**src/rtl/nes_bus_pkg.sv**
```systemverilog
// Shared NES CPU-bus definitions: arbiter state encodings
// and the OAM DMA register addresses.
package nes_bus_pkg;

    typedef enum logic [1:0] {
        ARB_CPU  = 2'b00,
        ARB_HALT = 2'b01,
        ARB_DMA  = 2'b10
    } arb_state_t;

    localparam logic [15:0] REG_OAMDMA  = 16'h4014;
    localparam logic [15:0] REG_OAMDATA = 16'h2004;

endpackage

```
**src/rtl/cpu_bus_arbiter_if.sv**
```systemverilog
// Sprite-DMA request/grant link between the OAM-DMA master and the
// CPU bus arbiter.
//   spr_req    master->slave  bus request (registered in requester)
//   spr_gnt    slave->master  transfer completes this cycle
//   spr_addr   master->slave  DMA address
//   spr_wn     master->slave  DMA write-not (0 = write)
//   spr_wdata  master->slave  DMA write data
//   spr_rdata  slave->master  read data, valid when spr_gnt
interface cpu_bus_arbiter_if;

    logic        spr_req;
    logic        spr_gnt;
    logic [15:0] spr_addr;
    logic        spr_wn;
    logic [7:0]  spr_wdata;
    logic [7:0]  spr_rdata;

    modport master (
        output spr_req,
        output spr_addr,
        output spr_wn,
        output spr_wdata,
        input  spr_gnt,
        input  spr_rdata
    );

    modport slave (
        input  spr_req,
        input  spr_addr,
        input  spr_wn,
        input  spr_wdata,
        output spr_gnt,
        output spr_rdata
    );

endinterface

```
**src/rtl/cpu_bus_arbiter.sv**
```systemverilog
// CPU-side bus arbiter: halts the 6502 through RDY while the sprite
// DMA owns the 16-bit bus, granting on get/put cycle parity.
// Ports:
//   i_clk, i_rst            clock (one CPU cycle), sync active-high reset
//   i_cpu_addr/wn/wdata     CPU bus request
//   o_cpu_rdata, o_cpu_rdy  CPU read data and RDY (0 = halted)
//   spr                     DMA req/gnt link (slave side)
//   o_bus_addr/wn/wdata     shared bus drive
//   i_bus_rdata             shared bus read data (combinational)
//   o_dma_active            high whenever the arbiter is not in ARB_CPU
module cpu_bus_arbiter
    import nes_bus_pkg::*;
#(
    parameter bit ALIGN_EN = 1'b1
) (
    input  logic        i_clk,
    input  logic        i_rst,
    input  logic [15:0] i_cpu_addr,
    input  logic        i_cpu_wn,
    input  logic [7:0]  i_cpu_wdata,
    output logic [7:0]  o_cpu_rdata,
    output logic        o_cpu_rdy,
    cpu_bus_arbiter_if.slave spr,
    output logic [15:0] o_bus_addr,
    output logic        o_bus_wn,
    output logic [7:0]  o_bus_wdata,
    input  logic [7:0]  i_bus_rdata,
    output logic        o_dma_active
);

    arb_state_t r_state;
    arb_state_t w_next;
    logic       r_put;
    logic       w_dma_own;
    logic       w_halt;
    logic       w_par_ok;
    logic       w_gnt;

    always_ff @(posedge i_clk) begin
        if (i_rst) begin
            r_state <= ARB_CPU;
            r_put   <= 1'b0;
        end else begin
            r_state <= w_next;
            r_put   <= ~r_put;
        end
    end

    // CPU write cycles cannot be halted on a 6502, so the request
    // only takes effect on a CPU read cycle.
    always_comb begin
        w_next    = ARB_CPU;
        o_cpu_rdy = 1'b1;
        case (r_state)
            ARB_CPU: begin
                o_cpu_rdy = ~(spr.spr_req & i_cpu_wn);
                if (spr.spr_req & i_cpu_wn) begin
                    w_next = ARB_HALT;
                end
            end
            ARB_HALT: begin
                o_cpu_rdy = 1'b0;
                w_next    = ARB_DMA;
            end
            ARB_DMA: begin
                o_cpu_rdy = ~spr.spr_req;
                if (spr.spr_req) begin
                    w_next = ARB_DMA;
                end
            end
            default: begin
                o_cpu_rdy = 1'b1;
                w_next    = ARB_CPU;
            end
        endcase
    end

    // Reads complete on get cycles, writes on put cycles.
    assign w_par_ok  = ~ALIGN_EN | (spr.spr_wn ? ~r_put : r_put);
    assign w_dma_own = (r_state == ARB_DMA) & spr.spr_req;
    assign w_halt    = (r_state == ARB_HALT);
    assign w_gnt     = w_dma_own & w_par_ok;

    // A DMA write only reaches the bus on its grant cycle; alignment
    // idles and the halt cycle are dummy reads.
    assign o_bus_addr  = w_dma_own ? spr.spr_addr : i_cpu_addr;
    assign o_bus_wdata = w_dma_own ? spr.spr_wdata : i_cpu_wdata;
    assign o_bus_wn    = w_dma_own ? (spr.spr_wn | ~w_gnt)
                                   : (w_halt | i_cpu_wn);

    assign spr.spr_gnt   = w_gnt;
    assign spr.spr_rdata = i_bus_rdata;
    assign o_cpu_rdata   = i_bus_rdata;
    assign o_dma_active  = (r_state != ARB_CPU);

endmodule

```
**src/flat_wrapper.sv**
```systemverilog
// flat-port wrapper written by rule: the top's interface ports become plain ports
module cpu_bus_arbiter_flat import nes_bus_pkg::*;
#(
    parameter bit ALIGN_EN = 1'b1
)
  (i_clk, i_rst, i_cpu_addr, i_cpu_wn, i_cpu_wdata, o_cpu_rdata, o_cpu_rdy, o_bus_addr, o_bus_wn, o_bus_wdata, i_bus_rdata, o_dma_active, spr_spr_req, spr_spr_addr, spr_spr_wn, spr_spr_wdata, spr_spr_gnt, spr_spr_rdata);
  cpu_bus_arbiter_if spr_i ();
  input  logic i_clk;
  input  logic i_rst;
  input  logic [15:0] i_cpu_addr;
  input  logic i_cpu_wn;
  input  logic [7:0] i_cpu_wdata;
  output logic [7:0] o_cpu_rdata;
  output logic o_cpu_rdy;
  output logic [15:0] o_bus_addr;
  output logic o_bus_wn;
  output logic [7:0] o_bus_wdata;
  input  logic [7:0] i_bus_rdata;
  output logic o_dma_active;
  input wire logic [$bits(spr_i.spr_req)-1:0] spr_spr_req;
  input wire logic [$bits(spr_i.spr_addr)-1:0] spr_spr_addr;
  input wire logic [$bits(spr_i.spr_wn)-1:0] spr_spr_wn;
  input wire logic [$bits(spr_i.spr_wdata)-1:0] spr_spr_wdata;
  output wire logic [$bits(spr_i.spr_gnt)-1:0] spr_spr_gnt;
  output wire logic [$bits(spr_i.spr_rdata)-1:0] spr_spr_rdata;
  assign spr_i.spr_req = spr_spr_req;
  assign spr_i.spr_addr = spr_spr_addr;
  assign spr_i.spr_wn = spr_spr_wn;
  assign spr_i.spr_wdata = spr_spr_wdata;
  assign spr_spr_gnt = spr_i.spr_gnt;
  assign spr_spr_rdata = spr_i.spr_rdata;
  cpu_bus_arbiter #(.ALIGN_EN(ALIGN_EN)) u_core (.i_clk(i_clk), .i_rst(i_rst), .i_cpu_addr(i_cpu_addr), .i_cpu_wn(i_cpu_wn), .i_cpu_wdata(i_cpu_wdata), .o_cpu_rdata(o_cpu_rdata), .o_cpu_rdy(o_cpu_rdy), .spr(spr_i), .o_bus_addr(o_bus_addr), .o_bus_wn(o_bus_wn), .o_bus_wdata(o_bus_wdata), .i_bus_rdata(i_bus_rdata), .o_dma_active(o_dma_active));
endmodule
```
**config.mk**
```make
export PLATFORM = sky130hd
export DESIGN_NAME = cpu_bus_arbiter_flat
export DESIGN_NICKNAME = d
export VERILOG_FILES = /design/src/rtl/nes_bus_pkg.sv /design/src/rtl/cpu_bus_arbiter_if.sv /design/src/rtl/cpu_bus_arbiter.sv /design/src/flat_wrapper.sv
export SDC_FILE = /design/constraint.sdc
export NUM_CORES = 1
export LEC_CHECK = 0
export CORE_ASPECT_RATIO = 0.9
export CORE_MARGIN = 5
export CORE_UTILIZATION = 22
export CTS_CLUSTER_DIAMETER = 50
export CTS_CLUSTER_SIZE = 8
export DETAILED_ROUTE_END_ITERATION = 16
export PLACE_DENSITY = 0.8
export SYNTH_ARGS = -nofsm -noshare
export SYNTH_HDL_FRONTEND = slang
export SYNTH_SLANG_ARGS = --single-unit
```
**constraint.sdc**
```tcl
create_clock -name i_clk -period 1.7 [get_ports i_clk]
set_input_delay 0.34 -clock i_clk [delete_from_list [all_inputs] [get_ports i_clk]]
set_output_delay 0.34 -clock i_clk [all_outputs]
set_load 0.005 [all_outputs]
```
==> metrics.csv, run 1 <==
stage;metric;value;unit
run_status;status;complete, but fails checks;
run_status;failing checks;setup timing;
cells_and_area;final cell count without fillers;180;
yosys;FFs w/ async S/R, synth;0;%
yosys;post-synth net total;122;
die;row count;18;
cells_and_area;Register Area;62.6;um^2
placed_design;# placed instances;170;
placed_design;Place WS;-0.580;ns
yosys;main combinational cell family by area after synthesis;multiplexers;
grt;Remaining Overflow, GRT;0;
power;Sw Ratio;23.9;%
cells_and_area;Area Overhead vs Synth;131;%
yosys;XOR/XNOR share of the synthesized area;1.34;%
sta;setup ws final;-0.0511;ns
critical_path;critical path class;reg -> out;
routing;vias per cell;4.09;
die;die area;4170;um^2
placed_design;hpwl dp;2370;um
power;Leak Pwr;0.752;nW
sta;setup violators final;22;
clock_network;worst skew pair latency;0.24;ns
yosys;Yosys cell types;18;
yosys;mux share of post-synthesis cell area;51.6;%
die;Horiz. Die Dim;67.5;um
cells_and_area;Layout Nets;202;
critical_path;Worst Path Max Fanout;9;
power;Design Power;0.510;mW
yosys;number of synthesized flops with an enable pin;0;
yosys;post-synthesis register bit count;3;
power;Pint;0.388;mW
grt;overall routing resource usage;13.2;%
hold_path;class of the worst hold path;reg -> reg;
sta;RSZ-0062 raised after global routing;yes;
power;Logic pwr share;59.4;%
routing;Post-DRT Antenna Nets;0;
power;Pwr Density;337;nW/um^2
placed_design;dpl cell area;1430;um^2
critical_path;critical path capture point type;primary output;
yosys;Post-Syn Area;654;um^2
yosys;post-synthesis compound-gate area fraction;4.97;%
clock_network;clk slew on worst S/H paths;0.04;ns
cells_and_area;fraction of layout cells with a size suffix above 1;52.9;%
grt;number of global-route vias before repair;817;
critical_path;Worst Path Arrival;1.41;ns
yosys;top cell type's share of synthesized area;41.3;%
power;maximum vdd drop;0.000233;V
die;# IOs;105;
routing;DRC viols;0;
yosys;Yosys warnings;0;
sta;worst slew pin tran;0.355;ns
power;P_sw;0.122;mW
yosys;Synth area leaders;mux2_4 (41%), buf_4 (18%), mux2_2 (10%);
sta;slew margin rel.;76.2;%
sta;Worst Skew;0.00478;ns
critical_path;Worst EP required;1.36;ns
clock_network;root buffer cell;clkbuf_4;
clock_network;maximum clock insertion buffer count;2;
power;Reg power frac;15.2;%
clock_network;TritonCTS clock tree;yes;
routing;total wire length;2870;um
placed_design;Placer Congestion;0.758;
power;Clk network pwr share;25.4;%
sta;crit share post-route;103;%
clock_network;H-tree Lvls;1;
job;max cap viols;0;
sta;Fmax achieved;571;MHz
yosys;sequential share of the synthesized area;9.18;%
yosys;Synth Area in Adders;0;%
critical_path;CP startpoint kind;flip-flop;
die;Core Area;2790;um^2
placed_design;number of port buffers;80;
yosys;most common cell in the netlist;mux2_4;
yosys;Post-Synth Simple-Gate Area;11.1;%
sta;Slew Viols, Final;0;
grt;initial antenna violation count;0;
routing;Avg WL per Cell;15.9;um
yosys;ys flop type;dfxtp_1;
sta;Tmin final;1.75;ns
yosys;Syn Area/Cell;10.7;um^2
clock_network;CTS Buf Count;3;
cells_and_area;Core Util, Final;54.2;%
yosys;post-synthesis instance total;61;
routing;drt pass-1 iters;2;
die;starting density of the core;23.4;%
routing;via count;737;
cells_and_area;# diodes;0;
grt;first-pass GRT wire length;4020;um
yosys;top post-synthesis cells by count;mux2_4 (18), buf_4 (16), mux2_2 (6);
yosys;most area-hungry cell type in the Yosys netlist;mux2_4;
die;die height;61.7;um
cells_and_area;Fillers;256;
clock_network;clock sinks;3;
grt;largest net degree at the start of global routing;10;
routing;DR iter-0 viols;20;
cells_and_area;Post-Layout Inst Area;1510;um^2
sta;final hold vios;0;
cells_and_area;area of the multi-input gates;469;um^2
[timing repair]
item,in CTS,in global routing
hold buffers,0,0
pin swaps,0,1
buffers inserted,5,1
gates resized for setup,111,18
setup endpoints to repair,28,23
gates cloned,2,0
[cell usage in the layout, fill, tap and decap left out, types with 2 or more instances in the layout]
master            n
buf_12            3
dfxtp_2           2
dlygate4sd2_1     3
clkbuf_2         10
clkbuf_4          3
buf_6            18
mux2_4           19
buf_4             7
clkdlybuf4s50_1  49
buf_2             2
nor2_1            2
mux2_2            5
[logic make-up after synthesis]
logic type | count (synthesis)
simple gates | 10
buf+inv | 18
xor+xnor | 1
mux | 24
compound gates | 5
flops | 3
[per-stage QoR]
stage / TNS [ns] / hold WS [ns]
floorplan: 0 / 0.407
global placement: -13.93 / 0.440
detailed placement: -14.68 / 0.446
CTS: -2.79 / 0.456
global route: -1.75 / 0.474
finish: -0.791 / 0.451
[per-layer routing]
metal | GRT usage [%] | wire length [um] | up-vias
li1 | - | - | 360
met3 | 5.04 | 256 | 7
met5 | 0 | 0 | -
met4 | 6.36 | 64 | 0
met1 | 12.2 | 855 | 331
met2 | 25.4 | 1690 | 39
[state kept, by name, summed over array words and instances, names as in the netlist]
| signal | cells |
|---|---|
| u_core.r_put | 1 |
| u_core.r_state | 2 |
[path summary, 6_finish.rpt]
kind,slack [ns],from,end,cells after the start
max,-0.05,u_core.r_state[0]$_SDFF_PP0_,o_bus_addr[6],5
min,0.45,u_core.r_put$_SDFF_PP0_,u_core.r_put$_SDFF_PP0_,1
max reg2reg,0.66,u_core.r_state[0]$_SDFF_PP0_,u_core.r_state[0]$_SDFF_PP0_,3
min reg2reg,0.45,u_core.r_put$_SDFF_PP0_,u_core.r_put$_SDFF_PP0_,1
[power groups by stage]
stage,Sequential (mW),Clock [mW],Combinational (mW)
6_report,0.0778,0.130,0.303
4_1_cts,0.0777,0.138,0.312
5_1_grt,0.0780,0.145,0.324
2_1_floorplan,0.0791,0,0.111
3_5_place_dp,0.0785,0,0.303
3_3_place_gp,0.0784,0,0.301
[worst max-delay path, cell delays in order (launching register included)]
cell and delay [ns]:
dfxtp_2 0.31, nand3b_4 0.17, buf_12 0.14, buf_12 0.14, mux2_4 0.29, clkbuf_2 0.12
[cell type report]
cell class,count,share of cell area [%]
clock buffer,4,1.74
multi-input combinational,40,31.0
sequential,3,4.14
tap,40,3.31
timing repair buffer,93,59.8
No activity file was read; power rests on OpenSTA's default activity.
==> run 2: changes to the inputs <==
--- a/config.mk
+++ b/config.mk
@@ -8,9 +8,10 @@
 export CORE_ASPECT_RATIO = 0.9
 export CORE_MARGIN = 5
 export CORE_UTILIZATION = 22
-export CTS_CLUSTER_DIAMETER = 50
+export CTS_CLUSTER_DIAMETER = 40
 export CTS_CLUSTER_SIZE = 8
 export DETAILED_ROUTE_END_ITERATION = 16
+export GPL_TIMING_DRIVEN = 0
 export PLACE_DENSITY = 0.8
 export SYNTH_ARGS = -nofsm -noshare
 export SYNTH_HDL_FRONTEND = slang
==> run 2 against run 1 <==
The flow still finishes with violations (setup timing). Cell count up 15%. Clock power down 5%. First-iteration DRC count down 70%. Global-route usage up 0.64 points. Critical path depth unchanged. Sequential cell count unchanged. Design area up 17%. Core utilization up 9.3 points. Power up 9.8%. Register-to-register slack better by 0.04 ns. Sequential share of layout area down 0.32 points. Non-clock buffer count up 27. Highest routed layer unchanged.
==> metrics.csv, run 2 (same netlist as run 1, synthesis figures left out) <==
stage;metric;value;unit;change
cells_and_area;fraction of layout cells with a size suffix above 1;49.7;%;-3.2 points
hold_path;Hold Path Origin;u_core.r_put$_SDFF_PP0_;;
power;Reg power frac;13.6;%;-1.6 points
routing;Avg WL per Cell;14.8;um;-7.0%
grt;number of global-route vias before repair;951;;+16%
sta;worst slew pin tran;0.248;ns;-0.107 ns
cells_and_area;biggest regs;u_core.r_state x2, u_core.r_put x1;;
hold_path;worst hold path depth;1;;unchanged
critical_path;critical path capture point type;primary output;;
cells_and_area;final cell count without fillers;207;;+15%
run_status;failing checks;setup timing;;
die;Core Area;2790;um^2;unchanged
clock_network;CTS Buf Count;3;;unchanged
critical_path;Worst Path Arrival;1.45;ns;+0.04 ns
die;starting density of the core;23.4;%;unchanged
die;Horiz. Die Dim;67.5;um;unchanged
sta;setup violators final;18;;-18%
grt;initial antenna violation count;0;;unchanged
power;maximum vdd drop;0.000350;V;+50%
critical_path;CP max stage delay;0.33;ns;+0.02 ns
clock_network;clk slew on worst S/H paths;0.04;ns;about the same
grt;Remaining Overflow, GRT;0;;unchanged
power;Logic pwr share;64.5;%;+5.1 points
routing;total wire length;3070;um;+6.9%
cells_and_area;max FFs per register;2;;unchanged
cells_and_area;Layout Nets;229;;+13%
sta;Worst Skew;0.0000838;ns;-0.00470 ns
power;Clk network pwr share;21.9;%;-3.5 points
critical_path;Worst Path Max Fanout;5;;-4
critical_path;critical path class;reg -> out;;
cells_and_area;Area Overhead vs Synth;171;%;
power;P_sw;0.126;mW;+3.5%
placed_design;hpwl dp;2720;um;+15%
sta;RSZ-0062 raised after global routing;yes;;
critical_path;slowest cell on the critical path;dfxtp_4;;
placed_design;# placed instances;197;;+16%
sta;final hold vios;0;;unchanged
sta;Fmax achieved;560;MHz;-2.0%
routing;drt pass-1 iters;4;;+2
critical_path;worst reg2reg startpoint;u_core.r_state[0]$_SDFF_PP0_;;
job;max cap viols;0;;unchanged
clock_network;clock sinks;3;;unchanged
die;# IOs;105;;unchanged
clock_network;maximum clock insertion buffer count;2;;unchanged
critical_path;R2R Setup Slk;0.70;ns;+0.04 ns
sta;setup ws final;-0.0873;ns;-0.0361 ns
die;row count;18;;unchanged
critical_path;capture point of the worst reg-to-reg path;u_core.r_state[0]$_SDFF_PP0_;;
critical_path;CP startpoint kind;flip-flop;;
sta;Slew Viols, Final;0;;unchanged
routing;Post-DRT Antenna Nets;0;;unchanged
cells_and_area;Fillers;256;;unchanged
grt;largest net degree at the start of global routing;8;;-2
cells_and_area;Largest Register;u_core.r_state;;
critical_path;Worst EP required;1.36;ns;about the same
critical_path;Reg2Reg Depth;3;;unchanged
routing;DRC viols;0;;unchanged
critical_path;CP cell instances;nand3b_4 -> buf_12 -> buf_16 -> mux2_4 -> buf_6;;
sta;setup_tns;-1.29;ns;-0.495 ns
grt;first-pass GRT wire length;4330;um;+7.7%
routing;DR iter-0 viols;6;;-70%
power;Pint;0.434;mW;+12%
die;die area;4170;um^2;unchanged
sta;Tmin final;1.79;ns;+0.0361 ns
clock_network;H-tree Lvls;1;;unchanged
clock_network;worst skew pair latency;0.23;ns;about the same
cells_and_area;commonest non-fill, non-tap cell in the layout;clkdlybuf4s50_1;;
run_status;status;complete, but fails checks;;
hold_path;Worst Hold End;u_core.r_put$_SDFF_PP0_;;
hold_path;class of the worst hold path;reg -> reg;;
sta;slew margin rel.;83.4;%;+7.2 points
sta;crit share post-route;105;%;+2.1 points
power;Pwr Density;316;nW/um^2;-6.3%
cells_and_area;# diodes;0;;unchanged
power;Sw Ratio;22.6;%;-1.4 points
routing;via count;860;;+17%
grt;overall routing resource usage;13.8;%;+0.64 points
power;Leak Pwr;0.871;nW;+16%
die;die height;61.7;um;unchanged
clock_network;root buffer cell;clkbuf_4;;
placed_design;Placer Congestion;0.786;;+3.7%
placed_design;number of port buffers;96;;+20%
cells_and_area;commonest cells after routing, fill and taps aside;clkdlybuf4s50_1 (65), mux2_4 (18), buf_4 (18), buf_6 (15), buf_2 (11);;
routing;vias per cell;4.15;;+1.5%
clock_network;TritonCTS clock tree;yes;;
==> run 2: changes by cell type in the layout (fill, tap and decap cells not counted), moves of 2 or more <==
cell / previous run / this run
clkdlybuf4s50_1: 49 / 65
buf_4: 7 / 18
buf_2: 2 / 11
clkbuf_2: 10 / 1
buf_6: 18 / 15
dfxtp_2: 2 / 0
dfxtp_4: 0 / 2
==> run 2: critical path: cells and delay by family, from the launching register on <==
kind | cells | cell delay, ns
buffers and inverters | 3 | 0.41
DFF | 1 | 0.33
muxes | 1 | 0.30
and+or+nand+nor | 1 | 0.18
==> run 2: stage by stage <==
step / utilization (%) / worst slack, ns / instance area [um^2] / total power, mW / hold slack [ns]
final: 63.5 / -0.0873 / 1770 / 0.560 / 0.445
after global routing: 63.5 / -0.122 / 1770 / 0.599 / 0.479
after CTS: 64.0 / -0.128 / 1790 / 0.577 / 0.450
after detailed placement: 59.6 / -0.723 / 1670 / 0.444 / 0.442
after global placement: 59.6 / -0.707 / 1670 / 0.439 / 0.440
after floorplan: - / 0.294 / 654 / 0.190 / 0.407
==> run 2: power by group through the flow <==
stage	clock [mW]	sequential, mW	combinational [mW]
floorplan	0	0.0791	0.111
global placement	0	0.0798	0.359
detailed placement	0	0.0800	0.364
CTS	0.132	0.0772	0.368
global route	0.136	0.0767	0.386
finish	0.123	0.0762	0.361
==> run 2: worst max-delay path by stage <==
stage | startpoint | end | slack, ns | depth (start not counted)
floorplan | u_core.r_state[0]$_SDFF_PP0_ | o_bus_addr[0] | 0.29 | 3
detailed placement | spr_spr_req | o_bus_addr[2] | -0.72 | 5
global route | u_core.r_state[0]$_SDFF_PP0_ | o_bus_addr[2] | -0.12 | 5
global placement | spr_spr_req | o_bus_addr[9] | -0.71 | 5
finish | u_core.r_state[0]$_SDFF_PP0_ | o_bus_addr[2] | -0.09 | 5
CTS | u_core.r_state[0]$_SDFF_PP0_ | o_bus_addr[2] | -0.13 | 5
==> run 2: final cells by class <==
class,count,area (um^2),area share (%)
Buffer,18,160,9.03
Multi-Input combinational cell,40,457,25.8
Clock buffer,4,26.3,1.48
Sequential cell,3,67.6,3.81
Timing Repair Buffer,102,1010,57.1
Tap cell,40,50.0,2.82
==> run 2: metal layers <==
layer,share of wire [%],vias to the layer above,GRT usage (%)
met5,0,-,0
met3,7.2,6,2.16
met2,58,46,27.7
met1,32,394,13.6
li1,-,414,-
met4,2.2,0,7.23
==> run 2: repair_timing <==
| action | in CTS | in global routing |
|---|---|---|
| setup endpoints to repair | 28 | 26 |
| hold buffers | 0 | 0 |
| setup buffers | 4 | 1 |
| pin swaps | 0 | 1 |
| cloned | 2 | 0 |
| resized for setup | 133 | 4 |
==> run 3: changes to the inputs <==
--- a/config.mk
+++ b/config.mk
@@ -5,6 +5,7 @@
 export SDC_FILE = /design/constraint.sdc
 export NUM_CORES = 1
 export LEC_CHECK = 0
+export CAP_MARGIN = 20
 export CORE_ASPECT_RATIO = 0.9
 export CORE_MARGIN = 5
 export CORE_UTILIZATION = 22
==> results of run 3 <==
No change in the layout: final DEF, timing and power equal those of run 2.
